### src/rtl/spi_pkg.sv
// Shared definitions for the SPI RAM link: command opcodes, master FSM
// state encoding and the host command word layout.
package spi_pkg;

    localparam logic [1:0] CMD_WR_ADDR = 2'b00;
    localparam logic [1:0] CMD_WR_DATA = 2'b01;
    localparam logic [1:0] CMD_RD_ADDR = 2'b10;
    localparam logic [1:0] CMD_RD_DATA = 2'b11;

    localparam logic [2:0] ST_IDLE     = 3'd0;
    localparam logic [2:0] ST_SELECT   = 3'd1;
    localparam logic [2:0] ST_SHIFT    = 3'd2;
    localparam logic [2:0] ST_TURN     = 3'd3;
    localparam logic [2:0] ST_READ     = 3'd4;
    localparam logic [2:0] ST_DESELECT = 3'd5;

    typedef struct packed {
        logic [1:0] op;
        logic [7:0] payload;
    } spi_cmd_t;

    // Terminal SHIFT count: read-data sends only the opcode, the rest send all 10 bits.
    function automatic logic [3:0] shift_last(input logic [1:0] op);
        return (op == CMD_RD_DATA) ? 4'd1 : 4'd9;
    endfunction

endpackage

### src/rtl/spi_master_interface_if.sv
// Host-side command/response bus of the SPI master.
interface spi_master_interface_if;
    logic       cmd_valid;
    logic       cmd_ready;
    logic [9:0] cmd_data;
    logic       rd_valid;
    logic [7:0] rd_data;

    // master: the host issuing commands; slave: the SPI controller serving them
    modport master (output cmd_valid, output cmd_data,
                    input  cmd_ready, input  rd_valid, input rd_data);
    modport slave  (input  cmd_valid, input  cmd_data,
                    output cmd_ready, output rd_valid, output rd_data);
endinterface

### src/rtl/spi_master_interface.sv
// SPI master: serialises 10-bit host commands MSB-first under SS_n and
// captures the 8-bit MISO reply of read-data commands.
module spi_master_interface
    import spi_pkg::*;
#(
    parameter int unsigned TURNAROUND = 2,
    parameter int unsigned GAP        = 2
) (
    input  logic                   clk,
    input  logic                   rst,
    spi_master_interface_if.slave  host,
    output logic                   SS_n,
    output logic                   MOSI,
    input  logic                   MISO
);

    localparam logic [3:0] SELECT_LAST = 4'd1;
    localparam logic [3:0] TURN_LAST   = 4'(TURNAROUND - 1);
    localparam logic [3:0] READ_LAST   = 4'd7;
    localparam logic [3:0] GAP_LAST    = 4'(GAP - 1);

    logic [2:0] state;
    logic [3:0] cnt;
    logic [3:0] last_q;
    logic       rd_op_q;
    logic [9:0] sr;
    logic       cmd_ready_q;
    logic       rd_valid_q;
    logic [7:0] rd_data_q;
    spi_cmd_t   cmd_in;

    assign cmd_in         = host.cmd_data;
    assign host.cmd_ready = cmd_ready_q;
    assign host.rd_valid  = rd_valid_q;
    assign host.rd_data   = rd_data_q;

    always_ff @(posedge clk) begin
        if (rst) begin
            state       <= ST_IDLE;
            cnt         <= 4'd0;
            last_q      <= 4'd0;
            rd_op_q     <= 1'b0;
            sr          <= 10'd0;
            SS_n        <= 1'b1;
            MOSI        <= 1'b0;
            cmd_ready_q <= 1'b0;
            rd_valid_q  <= 1'b0;
            rd_data_q   <= 8'h00;
        end else begin
            rd_valid_q <= 1'b0;
            case (state)
                ST_IDLE: begin
                    SS_n        <= 1'b1;
                    MOSI        <= 1'b0;
                    cmd_ready_q <= 1'b1;
                    if (host.cmd_valid && cmd_ready_q) begin
                        sr          <= cmd_in;
                        last_q      <= shift_last(cmd_in.op);
                        rd_op_q     <= (cmd_in.op == CMD_RD_DATA);
                        cmd_ready_q <= 1'b0;
                        SS_n        <= 1'b0;
                        MOSI        <= cmd_in.op[1];
                        cnt         <= 4'd0;
                        state       <= ST_SELECT;
                    end
                end
                ST_SELECT: begin
                    // MOSI already holds cmd[9]; the first SHIFT cycle presents it again
                    if (cnt == SELECT_LAST) begin
                        cnt   <= 4'd0;
                        MOSI  <= sr[9];
                        sr    <= {sr[8:0], 1'b0};
                        state <= ST_SHIFT;
                    end else begin
                        cnt <= cnt + 4'd1;
                    end
                end
                ST_SHIFT: begin
                    if (cnt == last_q) begin
                        cnt  <= 4'd0;
                        MOSI <= 1'b0;
                        if (rd_op_q) begin
                            state <= ST_TURN;
                        end else begin
                            SS_n  <= 1'b1;
                            state <= ST_DESELECT;
                        end
                    end else begin
                        cnt  <= cnt + 4'd1;
                        MOSI <= sr[9];
                        sr   <= {sr[8:0], 1'b0};
                    end
                end
                ST_TURN: begin
                    if (cnt == TURN_LAST) begin
                        cnt   <= 4'd0;
                        state <= ST_READ;
                    end else begin
                        cnt <= cnt + 4'd1;
                    end
                end
                ST_READ: begin
                    // The command register is free now and doubles as the MISO shifter
                    sr <= {sr[8:0], MISO};
                    if (cnt == READ_LAST) begin
                        cnt        <= 4'd0;
                        rd_data_q  <= {sr[6:0], MISO};
                        rd_valid_q <= 1'b1;
                        SS_n       <= 1'b1;
                        state      <= ST_DESELECT;
                    end else begin
                        cnt <= cnt + 4'd1;
                    end
                end
                ST_DESELECT: begin
                    SS_n <= 1'b1;
                    MOSI <= 1'b0;
                    if (cnt == GAP_LAST) begin
                        cnt         <= 4'd0;
                        cmd_ready_q <= 1'b1;
                        state       <= ST_IDLE;
                    end else begin
                        cnt <= cnt + 4'd1;
                    end
                end
                default: begin
                    state       <= ST_IDLE;
                    cnt         <= 4'd0;
                    SS_n        <= 1'b1;
                    MOSI        <= 1'b0;
                    cmd_ready_q <= 1'b0;
                end
            endcase
        end
    end

    a_rdv_deselected: assert property (@(posedge clk) disable iff (rst)
        rd_valid_q |-> SS_n);
    a_cnt_bound: assert property (@(posedge clk) disable iff (rst)
        cnt <= 4'd14);

endmodule

### src/flat_wrapper.sv
// flat-port wrapper written by rule: the top's interface ports become plain ports
module spi_master_interface_flat import spi_pkg::*;
#(
    parameter int unsigned TURNAROUND = 2,
    parameter int unsigned GAP        = 2
)
  (clk, rst, SS_n, MOSI, MISO, host_cmd_valid, host_cmd_data, host_cmd_ready, host_rd_valid, host_rd_data);
  spi_master_interface_if host_i ();
  input  logic clk;
  input  logic rst;
  output logic SS_n;
  output logic MOSI;
  input  logic MISO;
  input wire logic [$bits(host_i.cmd_valid)-1:0] host_cmd_valid;
  input wire logic [$bits(host_i.cmd_data)-1:0] host_cmd_data;
  output wire logic [$bits(host_i.cmd_ready)-1:0] host_cmd_ready;
  output wire logic [$bits(host_i.rd_valid)-1:0] host_rd_valid;
  output wire logic [$bits(host_i.rd_data)-1:0] host_rd_data;
  assign host_i.cmd_valid = host_cmd_valid;
  assign host_i.cmd_data = host_cmd_data;
  assign host_cmd_ready = host_i.cmd_ready;
  assign host_rd_valid = host_i.rd_valid;
  assign host_rd_data = host_i.rd_data;
  spi_master_interface #(.TURNAROUND(TURNAROUND), .GAP(GAP)) u_core (.clk(clk), .rst(rst), .host(host_i), .SS_n(SS_n), .MOSI(MOSI), .MISO(MISO));
endmodule
### config.mk
export PLATFORM = sky130hd
export DESIGN_NAME = spi_master_interface_flat
export DESIGN_NICKNAME = d
export VERILOG_FILES = /design/src/rtl/spi_pkg.sv /design/src/rtl/spi_master_interface_if.sv /design/src/rtl/spi_master_interface.sv /design/src/flat_wrapper.sv
export SDC_FILE = /design/constraint.sdc
export NUM_CORES = 1
export LEC_CHECK = 0
export CORE_ASPECT_RATIO = 0.5
export CORE_MARGIN = 10
export CORE_UTILIZATION = 57
export DETAILED_ROUTE_END_ITERATION = 7
export HOLD_SLACK_MARGIN = 0.02
export PLACE_DENSITY = 0.84
export SYNTH_ARGS = -nofsm -noshare
export SYNTH_HDL_FRONTEND = slang
export SYNTH_SLANG_ARGS = --single-unit
### constraint.sdc
create_clock -name clk -period 5.2 [get_ports clk]
set_clock_uncertainty 0.2 [all_clocks]
set_input_delay 0.52 -clock clk [delete_from_list [all_inputs] [get_ports clk]]
set_output_delay 0.52 -clock clk [all_outputs]
set_load 0.02 [all_outputs]
==> metrics, run 1 <==
worst-margin pin slew=between 1 and 1.5 ns; summed instance area of the synthesized netlist=~1700 um2; worst reg2reg path depth=4; period utilisation layout=~53%; wire length after detailed routing=4300 um; unrepaired setup endpoints after global routing=no; Power per Cell Area=~360 nW/um2; Crit. End Element=flop; total routing resource utilization after global routing=between 10% and 20%; critical path, cell by cell=clkdlybuf4s50_1 > inv_1 > o311ai_0 > o32ai_1; kind of launch point of the worst setup path=primary input; clock slew at the register clock pins of the worst setup and hold paths=0.07 ns; number of pins with negative max-slew slack in the final report=0; buffering stage count on the worst path with inverters included=2; antenna violation net count after detailed routing=0; Final Hold Viols=0; required time of the worst setup path=just over 5 ns; count of different cell masters after synthesis=51; core box area=between 2000 and 3000 um2; pin count of the biggest net entering global routing=30; share of cells above drive strength 1=around a tenth; post-route design area=roughly 2100 um2; Die Span X=just under 100 um; commonest register cell after synthesis=dfxtp_1; detail-routed net length per standard cell=approximately 17 um; port buffer count=25; leakage power total=roughly 0.0008 uW; RD Place Congestion=just over 0.9; synthesized area per cell=a little over 9 um2; number of clock sinks=32; floorplan row count=13; count of flip-flops with a built-in enable after synthesis=0; maximum single-stage delay on the critical path=1.21 ns; remaining max-slew budget at the tightest pin=between 20% and 30%; Antenna diodes=0; CTS Hold Buffers Added=0; kind of cell adding the most delay to the critical path=buffers and inverters; signal arrival time at the worst endpoint=about 2.7 ns; clock buffers created by TritonCTS=5; remaining routing DRC violations=0; final setup vio count=0; deepest level of the CTS H-tree=2; Critical Path Slowest Stage Cell=clkdlybuf4s50_1; post-place instance area=about 1900 um2; gate count after technology mapping=around 190; total I/O pin count=26; count of nets after finishing=approximately 220; instance count on the critical path=4; critical path start-end classification=primary input to flop; die height=58.8 um; synth warn=0; Die Outline Area=about 5700 um2; length of the first detailed-routing pass in iterations=4; hold-critical path depth=2; first-pass GRT wire length=about 7000 um; ys async rst share=0%; Max VDD drop=roughly 0.00024 V; final sum of negative setup slack=0 ns; share of synthesized area occupied by flip-flops and latches=a little under two fifths; number of post-CTS setup repair buffers=0; total congestion overflow=0; Syn Nets=about 200; run status=finished, final reports clean; Hold/Removal Path Class=flop to flop; vias in the first global route=around 1500; cts repair resizes=0; area delta synth->final=19.7%; root cell of the clock tree=clkbuf_8; clock latency on the worst-skew pair=0.29 ns; initial antenna violation count=0; effective utilization at floorplan=a little over three fifths; overall via count from detail_route=1530; critical path peak fanout=29; post-DR vias/cell=between 6 and 7; max capacitance violation total=0; fmax=between 0.3 and 0.4 GHz; synthesis-stage register bit count=32; clock tree buffer depth=2; Post-DP HPWL=between 2000 and 3000 um; DRC marker count from the first detailed-route iteration=65; clock tree from TritonCTS=built; min Tclk post-route=2.78 ns
## cell type report
cell class	count	area, um2
clock buffer	5	68.8
multi-input combinational	136	976
sequential	32	641
fill	205	678
clock inverter	3	42.5
timing repair buffer	25	250
tap	37	46.3
inverter	8	30.0
## metrics by stage
| step | hold WS, ns | power (uW) | utilization [%] | setup slack [ns] | std cells |
|---|---|---|---|---|---|
| after global routing | 0.300 | 768 | 75.2 | 2.29 | 246 |
| after global placement | 0.259 | 488 | 71.1 | 2.32 | 238 |
| final | 0.272 | 735 | 75.2 | 2.42 | 246 |
| after floorplan | 0.245 | 444 | - | 3.33 | 188 |
| after CTS | 0.276 | 732 | 75.2 | 2.51 | 246 |
| after detailed placement | 0.261 | 494 | 71.1 | 2.22 | 238 |
## synth_stat cells (all sizes together) (3+ instances only)
master / number / area (um2)
o21ai: 7 / 35.0
dfxtp: 32 / 641
nand3: 4 / 20.0
clkbuf: 3 / 11.3
buf: 9 / 58.8
a21oi: 9 / 45.0
xnor2: 3 / 26.3
inv: 8 / 30.0
nand2: 10 / 37.5
mux2i: 17 / 170
nand4: 11 / 68.8
nor3: 6 / 30.0
nor2: 19 / 90.1
o31ai: 10 / 80.1
## kinds of logic (layout without fill, tap and decap cells)
| family | Yosys count | after routing | share of synthesized area [%] |
|---|---|---|---|
| fa+ha+maj | 2 | 2 | 1.46 |
| xor+xnor | 5 | 5 | 2.55 |
| flops | 32 | 32 | 37.3 |
| mux | 17 | 17 | 9.91 |
| simple gates | 63 | 63 | 20.8 |
| compound gates | 49 | 49 | 22.1 |
| buf+inv | 20 | 41 | 5.83 |
## per-layer routing
| layer | up-vias | part of all wire, % | global-route usage, % |
|---|---|---|---|
| met3 | 11 | 8.1 | 3.96 |
| met2 | 61 | 46 | 24.3 |
| li1 | 742 | - | - |
| met5 | - | 0 | 0 |
| met1 | 716 | 44 | 17.8 |
| met4 | 0 | 2.4 | 7.20 |
## power by group
group / internal (uW) / total [uW] / switching (uW)
clock: 142 / 239 / 97.4
sequential: 268 / 301 / 32.4
combinational: 85.2 / 195 / 110
## state kept, by name (all words and copies together) (netlist names)
signal and flops:
u_core.sr 10, u_core.host.rd_data 8, u_core.cnt 4, u_core.state 3, u_core.last_q 2, u_core.MOSI 1
u_core.SS_n 1, u_core.host.cmd_ready 1, u_core.host.rd_valid 1, u_core.rd_op_q 1
## worst register-to-register path: cells and delay by family (launching register included)
family | cells | cell delay, ns
AOI/OAI and AO/OA | 3 | 1.41
DFF | 1 | 0.74
and+or+nand+nor | 1 | 0.19
## path summary, 6_finish.rpt
kind / start / endpoint / slack [ns]
hold / removal: u_core.SS_n / u_core.SS_n / 0.27
setup reg to reg: u_core.state[0] / u_core.sr[0] / 2.55
hold reg to reg: u_core.SS_n / u_core.SS_n / 0.27
setup / recovery: rst / u_core.MOSI / 2.42
## layout by cell type, fill, tap and decap left out, types with 2 or more instances in the layout
cell type,instances
o2111ai_1,2
xnor2_1,3
xor2_1,2
nor2b_1,2
ha_1,2
nor3_1,6
o211a_1,2
o21ai_0,6
clkbuf_8,5
o31ai_1,9
o32ai_1,2
nand2_1,10
mux2i_1,17
nand4_1,11
a41oi_1,2
a21oi_1,9
nor2_1,17
dfxtp_1,32
nand3_1,4
a211oi_1,2
or3b_4,2
clkdlybuf4s50_1,25
a2111oi_2,2
inv_1,8
Note: power is estimated with default switching activity, not from simulation.
==> inputs of run 2 (changes only) <==
--- a/config.mk
+++ b/config.mk
@@ -7,10 +7,10 @@
 export LEC_CHECK = 0
 export CORE_ASPECT_RATIO = 0.5
 export CORE_MARGIN = 10
-export CORE_UTILIZATION = 57
+export CORE_UTILIZATION = 53
 export DETAILED_ROUTE_END_ITERATION = 7
 export HOLD_SLACK_MARGIN = 0.02
-export PLACE_DENSITY = 0.84
+export PLACE_DENSITY = 0.79
 export SYNTH_ARGS = -nofsm -noshare
 export SYNTH_HDL_FRONTEND = slang
 export SYNTH_SLANG_ARGS = --single-unit
==> constraint.sdc (replaced) <==
create_clock -name clk -period 2.89 [get_ports clk]
set_clock_uncertainty 0.2 [all_clocks]
set_input_delay 0.289 -clock clk [delete_from_list [all_inputs] [get_ports clk]]
set_output_delay 0.289 -clock clk [all_outputs]
set_load 0.02 [all_outputs]
==> metrics, run 2 (synthesized netlist as in run 1, its figures left out) <==
most flop-heavy register=u_core.sr (unchanged); critical path peak fanout=13 (was 29); count of nets after finishing=226 (was 224); critical path, cell by cell=xor2_1 > o31ai_2 > o2111ai_1 > o211a_1 (was clkdlybuf4s50_1 > inv_1 > o311ai_0 > o32ai_1); antenna violation net count after detailed routing=0 (unchanged); core box area=3050 um2 (was 2730 um2); maximum single-stage delay on the critical path=0.84 ns (was 1.21 ns); Post-DP HPWL=2910 um (was 2970 um); critical path start-end classification=flop to flop (was primary input to flop); DRC marker count from the first detailed-route iteration=98 (was 65); first-pass GRT wire length=7100 um (was 7030 um); Die Span X=100 um (was 97.6 um); Worst R2R Start=u_core.cnt[0] (was u_core.state[0]); number of post-CTS setup repair buffers=0 (unchanged); deepest level of the CTS H-tree=2 (unchanged); part of the power in the clock network=31.8% (was 32.5%); wire length after detailed routing=4190 um (was 4300 um); clock slew at the register clock pins of the worst setup and hold paths=0.06 ns (was 0.07 ns); pin count of the biggest net entering global routing=29 (was 30); port buffer count=25 (unchanged); post-DR vias/cell=6.21 (was 6.22); period utilisation layout=83.8%; switching pwr=419 uW (was 239 uW); final setup vio count=0 (unchanged); Max VDD drop=0.000365 V (was 0.000241 V); Worst Hold Path EP=u_core.SS_n (unchanged); worst reg2reg path depth=4 (unchanged); share of cells above drive strength 1=10.4% (was 10.0%); signal arrival time at the worst endpoint=2.39 ns (was 2.71 ns); total I/O pin count=26 (unchanged); total congestion overflow=0 (unchanged); overall via count from detail_route=1559 (was 1530); kind of launch point of the worst setup path=flop (was primary input); worst-margin pin slew=0.938 ns (was 1.15 ns); number of clock sinks=32 (unchanged); kind of cell adding the most delay to the critical path=compound AO/OA/AOI/OAI gates (was buffers and inverters); initial antenna violation count=0 (unchanged); commonest non-fill, non-tap cell in the layout=dfxtp_1 (unchanged); clock latency on the worst-skew pair=0.28 ns (was 0.29 ns); worst reg2reg path endpoint=u_core.cnt[1] (was u_core.sr[0]); clock tree buffer depth=2 (unchanged); Crit. End Element=flop (unchanged); vias in the first global route=1474 (was 1469); Antenna diodes=0 (unchanged); required time of the worst setup path=2.86 ns (was 5.13 ns); Die Outline Area=6050 um2 (was 5740 um2); Critical Path Slowest Stage Cell=o31ai_2 (was clkdlybuf4s50_1); Final Hold Viols=0 (unchanged); part of the total power dissipated in combinational logic=27.0% (was 26.5%); CTS Hold Buffers Added=0 (unchanged); Power per Cell Area=636 nW/um2 (was 358 nW/um2); buffering stage count on the worst path with inverters included=0 (was 2); die height=60.2 um (was 58.8 um); effective utilization at floorplan=56.3% (was 62.8%); register-to-register path setup slack=0.47 ns (was 2.55 ns); leakage power total=0.000830 uW (was 0.000820 uW); share of total power in sequential cells=41.1% (was 41.0%); most frequent cells in the layout=dfxtp_1 (32), clkdlybuf4s50_1 (25), nor2_1 (17), mux2i_1 (17), nand4_1 (11) (unchanged); final sum of negative setup slack=0 ns (unchanged); Worst Hold Margin=0.267 ns (was 0.272 ns); root cell of the clock tree=clkbuf_8 (unchanged); Worst Hold Launch=u_core.SS_n (unchanged); launch point of the worst path=u_core.cnt[0] (was rst); unrepaired setup endpoints after global routing=no (unchanged); clock buffers created by TritonCTS=5 (unchanged); cts repair resizes=0 (unchanged); min Tclk post-route=2.42 ns; run status=finished, final reports clean (unchanged); number of pins with negative max-slew slack in the final report=0 (unchanged); Hold/Removal Path Class=flop to flop (unchanged); area delta synth->final=20.6% (was 19.7%); length of the first detailed-routing pass in iterations=4 (unchanged); total routing resource utilization after global routing=14.3% (was 14.8%); hold-critical path depth=2 (unchanged); floorplan row count=14 (was 13); internal power of the cells=897 uW (was 495 uW); detail-routed net length per standard cell=16.7 um (was 17.5 um); clock tree from TritonCTS=built (unchanged); fmax=0.413 GHz; remaining max-slew budget at the tightest pin=37.1% (was 22.7%); max capacitance violation total=0 (unchanged); remaining routing DRC violations=0 (unchanged); RD Place Congestion=0.924 (was 0.925); Sw Ratio=31.9% (was 32.6%); max reg flops=10 (unchanged)
==> run 2: cell count changes in the layout (fill, tap and decap cells not counted), sizes merged <==
cell	previous run	this run
buf	0	2
clkbuf	5	6
clkinvlp	1	0
==> run 2: layout make-up <==
class / instances / area, um2
Tap cell: 40 / 50.0
Clock buffer: 6 / 72.6
Sequential cell: 32 / 641
Multi-Input combinational cell: 136 / 976
Timing Repair Buffer: 27 / 265
Inverter: 8 / 30.0
Fill cell: 262 / 978
Clock inverter: 2 / 35.0
==> run 2: per-stage QoR <==
step	instances	setup WS, ns	utilization [%]	power (uW)	cell area [um2]
floorplan	188	1.02	-	798	1720
global placement	243	0.626	64.4	886	1960
detailed placement	243	0.587	64.4	889	1960
CTS	251	0.538	67.9	1320	2070
global route	251	0.364	67.9	1380	2070
finish	251	0.469	67.9	1320	2070
==> run 2: power by group through the flow <==
stage	clock network, uW	logic, uW	registers, uW
after floorplan	0	267	531
after global placement	0	339	547
after detailed placement	0	341	549
after CTS	425	351	539
after global routing	444	385	548
final	419	356	541
==> run 2: worst max path at each step <==
stage	to	slack, ns	cells past startpoint
floorplan	u_core.MOSI	1.02	5
global placement	u_core.cnt[1]	0.63	4
detailed placement	u_core.cnt[1]	0.59	4
CTS	u_core.cnt[1]	0.54	4
global route	u_core.cnt[1]	0.36	4
finish	u_core.cnt[1]	0.47	4
==> run 2: worst register-to-register path: cells and delay by family (launching register included) <==
kind                      cells  cell delay, ns
AOI/OAI and AO/OA             3            1.48
xor gates and xnor gates      1            0.17
DFF                           1            0.47
==> run 2: layer usage <==
metal	vias up	share of wire, %	global-route usage (%)
li1	745	-	-
met1	732	43	17.6
met2	78	47	23.0
met3	4	9.2	4.83
met4	0	1.0	5.40
met5	-	0	0
==> inputs of run 3 (changes only) <==
==> constraint.sdc (replaced) <==
create_clock -name clk -period 2.25 [get_ports clk]
set_clock_uncertainty 0.2 [all_clocks]
set_input_delay 0.225 -clock clk [delete_from_list [all_inputs] [get_ports clk]]
set_output_delay 0.225 -clock clk [all_outputs]
set_load 0.02 [all_outputs]
==> metrics, run 3 (synthesized netlist as in run 1, its figures left out) <==
port buffer count=25 (unchanged); Post-DP HPWL=3260 um (was 2910 um); run status=finished, final reports clean (unchanged); fill cell instance count of the final layout=256 (was 262); CTS Hold Buffers Added=0 (unchanged); clock latency on the worst-skew pair=0.29 ns (was 0.28 ns); share of total power in sequential cells=40.3% (was 41.1%); number of clock sinks=32 (unchanged); Power per Cell Area=817 nW/um2 (was 636 nW/um2); Register Area=641 um2 (unchanged); leakage power total=0.000849 uW (was 0.000830 uW); critical path start-end classification=flop to flop (unchanged); core box area=3050 um2 (unchanged); post-DR vias/cell=6.18 (was 6.21); Final Hold Viols=0 (unchanged); worst-margin pin slew=0.560 ns (was 0.938 ns); critical path peak fanout=7 (was 13); internal power of the cells=1160 uW (was 897 uW); first-pass GRT wire length=7470 um (was 7100 um); period utilisation layout=89.6% (was 83.8%); overall via count from detail_route=1575 (was 1559); Die Span X=100 um (unchanged); max capacitance violation total=0 (unchanged); area delta synth->final=22.5% (was 20.6%); detail-routed net length per standard cell=17.5 um (was 16.7 um); deepest level of the CTS H-tree=2 (unchanged); fmax=0.496 GHz (was 0.413 GHz); min Tclk post-route=2.02 ns (was 2.42 ns); floorplan row count=14 (unchanged); Die Outline Area=6050 um2 (unchanged); die height=60.2 um (unchanged); root cell of the clock tree=clkbuf_8 (unchanged); remaining routing DRC violations=0 (unchanged); most frequent cells in the layout=dfxtp_1 (32), clkdlybuf4s50_1 (25), nor2_1 (17), mux2i_1 (17), nand4_1 (11) (unchanged); count of nets after finishing=230 (was 226); remaining max-slew budget at the tightest pin=62.6% (was 37.1%); effective utilization at floorplan=56.3% (unchanged); max reg flops=10 (unchanged); number of pins with negative max-slew slack in the final report=0 (unchanged); unrepaired setup endpoints after global routing=no (unchanged); share of cells above drive strength 1=12.6% (was 10.4%); vias in the first global route=1501 (was 1474); clock slew at the register clock pins of the worst setup and hold paths=0.07 ns (was 0.06 ns); total area of multi-input combinational cells=976 um2 (unchanged); Antenna diodes=0 (unchanged); part of the power in the clock network=32.7% (was 31.8%); most flop-heavy register=u_core.sr (unchanged); Sw Ratio=32.6% (was 31.9%); switching pwr=560 uW (was 419 uW); DRC marker count from the first detailed-route iteration=105 (was 98); final setup vio count=0 (unchanged); cts repair resizes=0 (unchanged); part of the total power dissipated in combinational logic=27.1% (was 27.0%); Max VDD drop=0.000569 V (was 0.000365 V); total routing resource utilization after global routing=15.4% (was 14.3%); initial antenna violation count=0 (unchanged); RD Place Congestion=0.915 (was 0.924); Hold/Removal Path Class=flop to flop (unchanged); clock tree from TritonCTS=built (unchanged); total congestion overflow=0 (unchanged); pin count of the biggest net entering global routing=29 (unchanged); Crit. End Element=flop (unchanged); overall power=1720 uW (was 1320 uW); number of post-CTS setup repair buffers=0 (unchanged); length of the first detailed-routing pass in iterations=4 (unchanged); total I/O pin count=26 (unchanged); wire length after detailed routing=4460 um (was 4190 um); kind of launch point of the worst setup path=flop (unchanged); antenna violation net count after detailed routing=0 (unchanged); clock buffers created by TritonCTS=5 (unchanged); signal arrival time at the worst endpoint=2.00 ns (was 2.39 ns); commonest non-fill, non-tap cell in the layout=dfxtp_1 (unchanged); required time of the worst setup path=2.24 ns (was 2.86 ns); clock tree buffer depth=2 (unchanged); final sum of negative setup slack=0 ns (unchanged)
==> run 3: final timing paths <==
check,startpoint,endpoint,slack [ns],depth (start not counted)
worst max-delay path,u_core.cnt[0],u_core.cnt[1],0.23,5
worst min-delay path,u_core.SS_n,u_core.SS_n,0.28,2
worst max register to register,u_core.cnt[0],u_core.cnt[1],0.23,5
worst min register to register,u_core.SS_n,u_core.SS_n,0.28,2
==> run 3: cell type report <==
class	count	share of cell area, %
Multi-Input combinational cell	136	46.4
Sequential cell	32	30.5
Timing Repair Buffer	31	14.0
Clock buffer	5	3.27
Tap cell	40	2.38
Clock inverter	3	2.02
Inverter	8	1.43
==> run 3: per-stage QoR <==
| stage | hold WS, ns | cells | cell area, um2 | utilization (%) | worst slack, ns |
|---|---|---|---|---|---|
| after global routing | 0.304 | 255 | 2100 | 69.0 | 0.0890 |
| after floorplan | 0.172 | 188 | 1720 | - | 0.376 |
| after detailed placement | 0.262 | 247 | 1990 | 65.4 | 0.172 |
| after global placement | 0.251 | 247 | 1990 | 65.4 | 0.262 |
| final | 0.275 | 255 | 2100 | 69.0 | 0.234 |
| after CTS | 0.278 | 255 | 2100 | 69.0 | 0.239 |
==> run 3: worst max-delay path, stage by stage, from the launching register on <==
cell and delay, ns:
dfxtp_1 0.47, ha_1 0.27, nand3b_1 0.28, nand2_1 0.25, o2111ai_1 0.19, o211a_1 0.25
==> run 3: power by group through the flow <==
stage          clock [uW]  combinational [uW]  sequential, uW
3_3_place_gp            0                 452             698
2_1_floorplan           0                 343             682
3_5_place_dp            0                 460             702
4_1_cts               563                 463             690
5_1_grt               585                 512             701
6_report              562                 465             692
==> run 3: routing by layer <==
metal / GRT usage [%] / wire, um
met2: 24.3 / 2070
met4: 5.40 / 61
met1: 19.6 / 2100
met5: 0 / 0
met3: 4.49 / 235
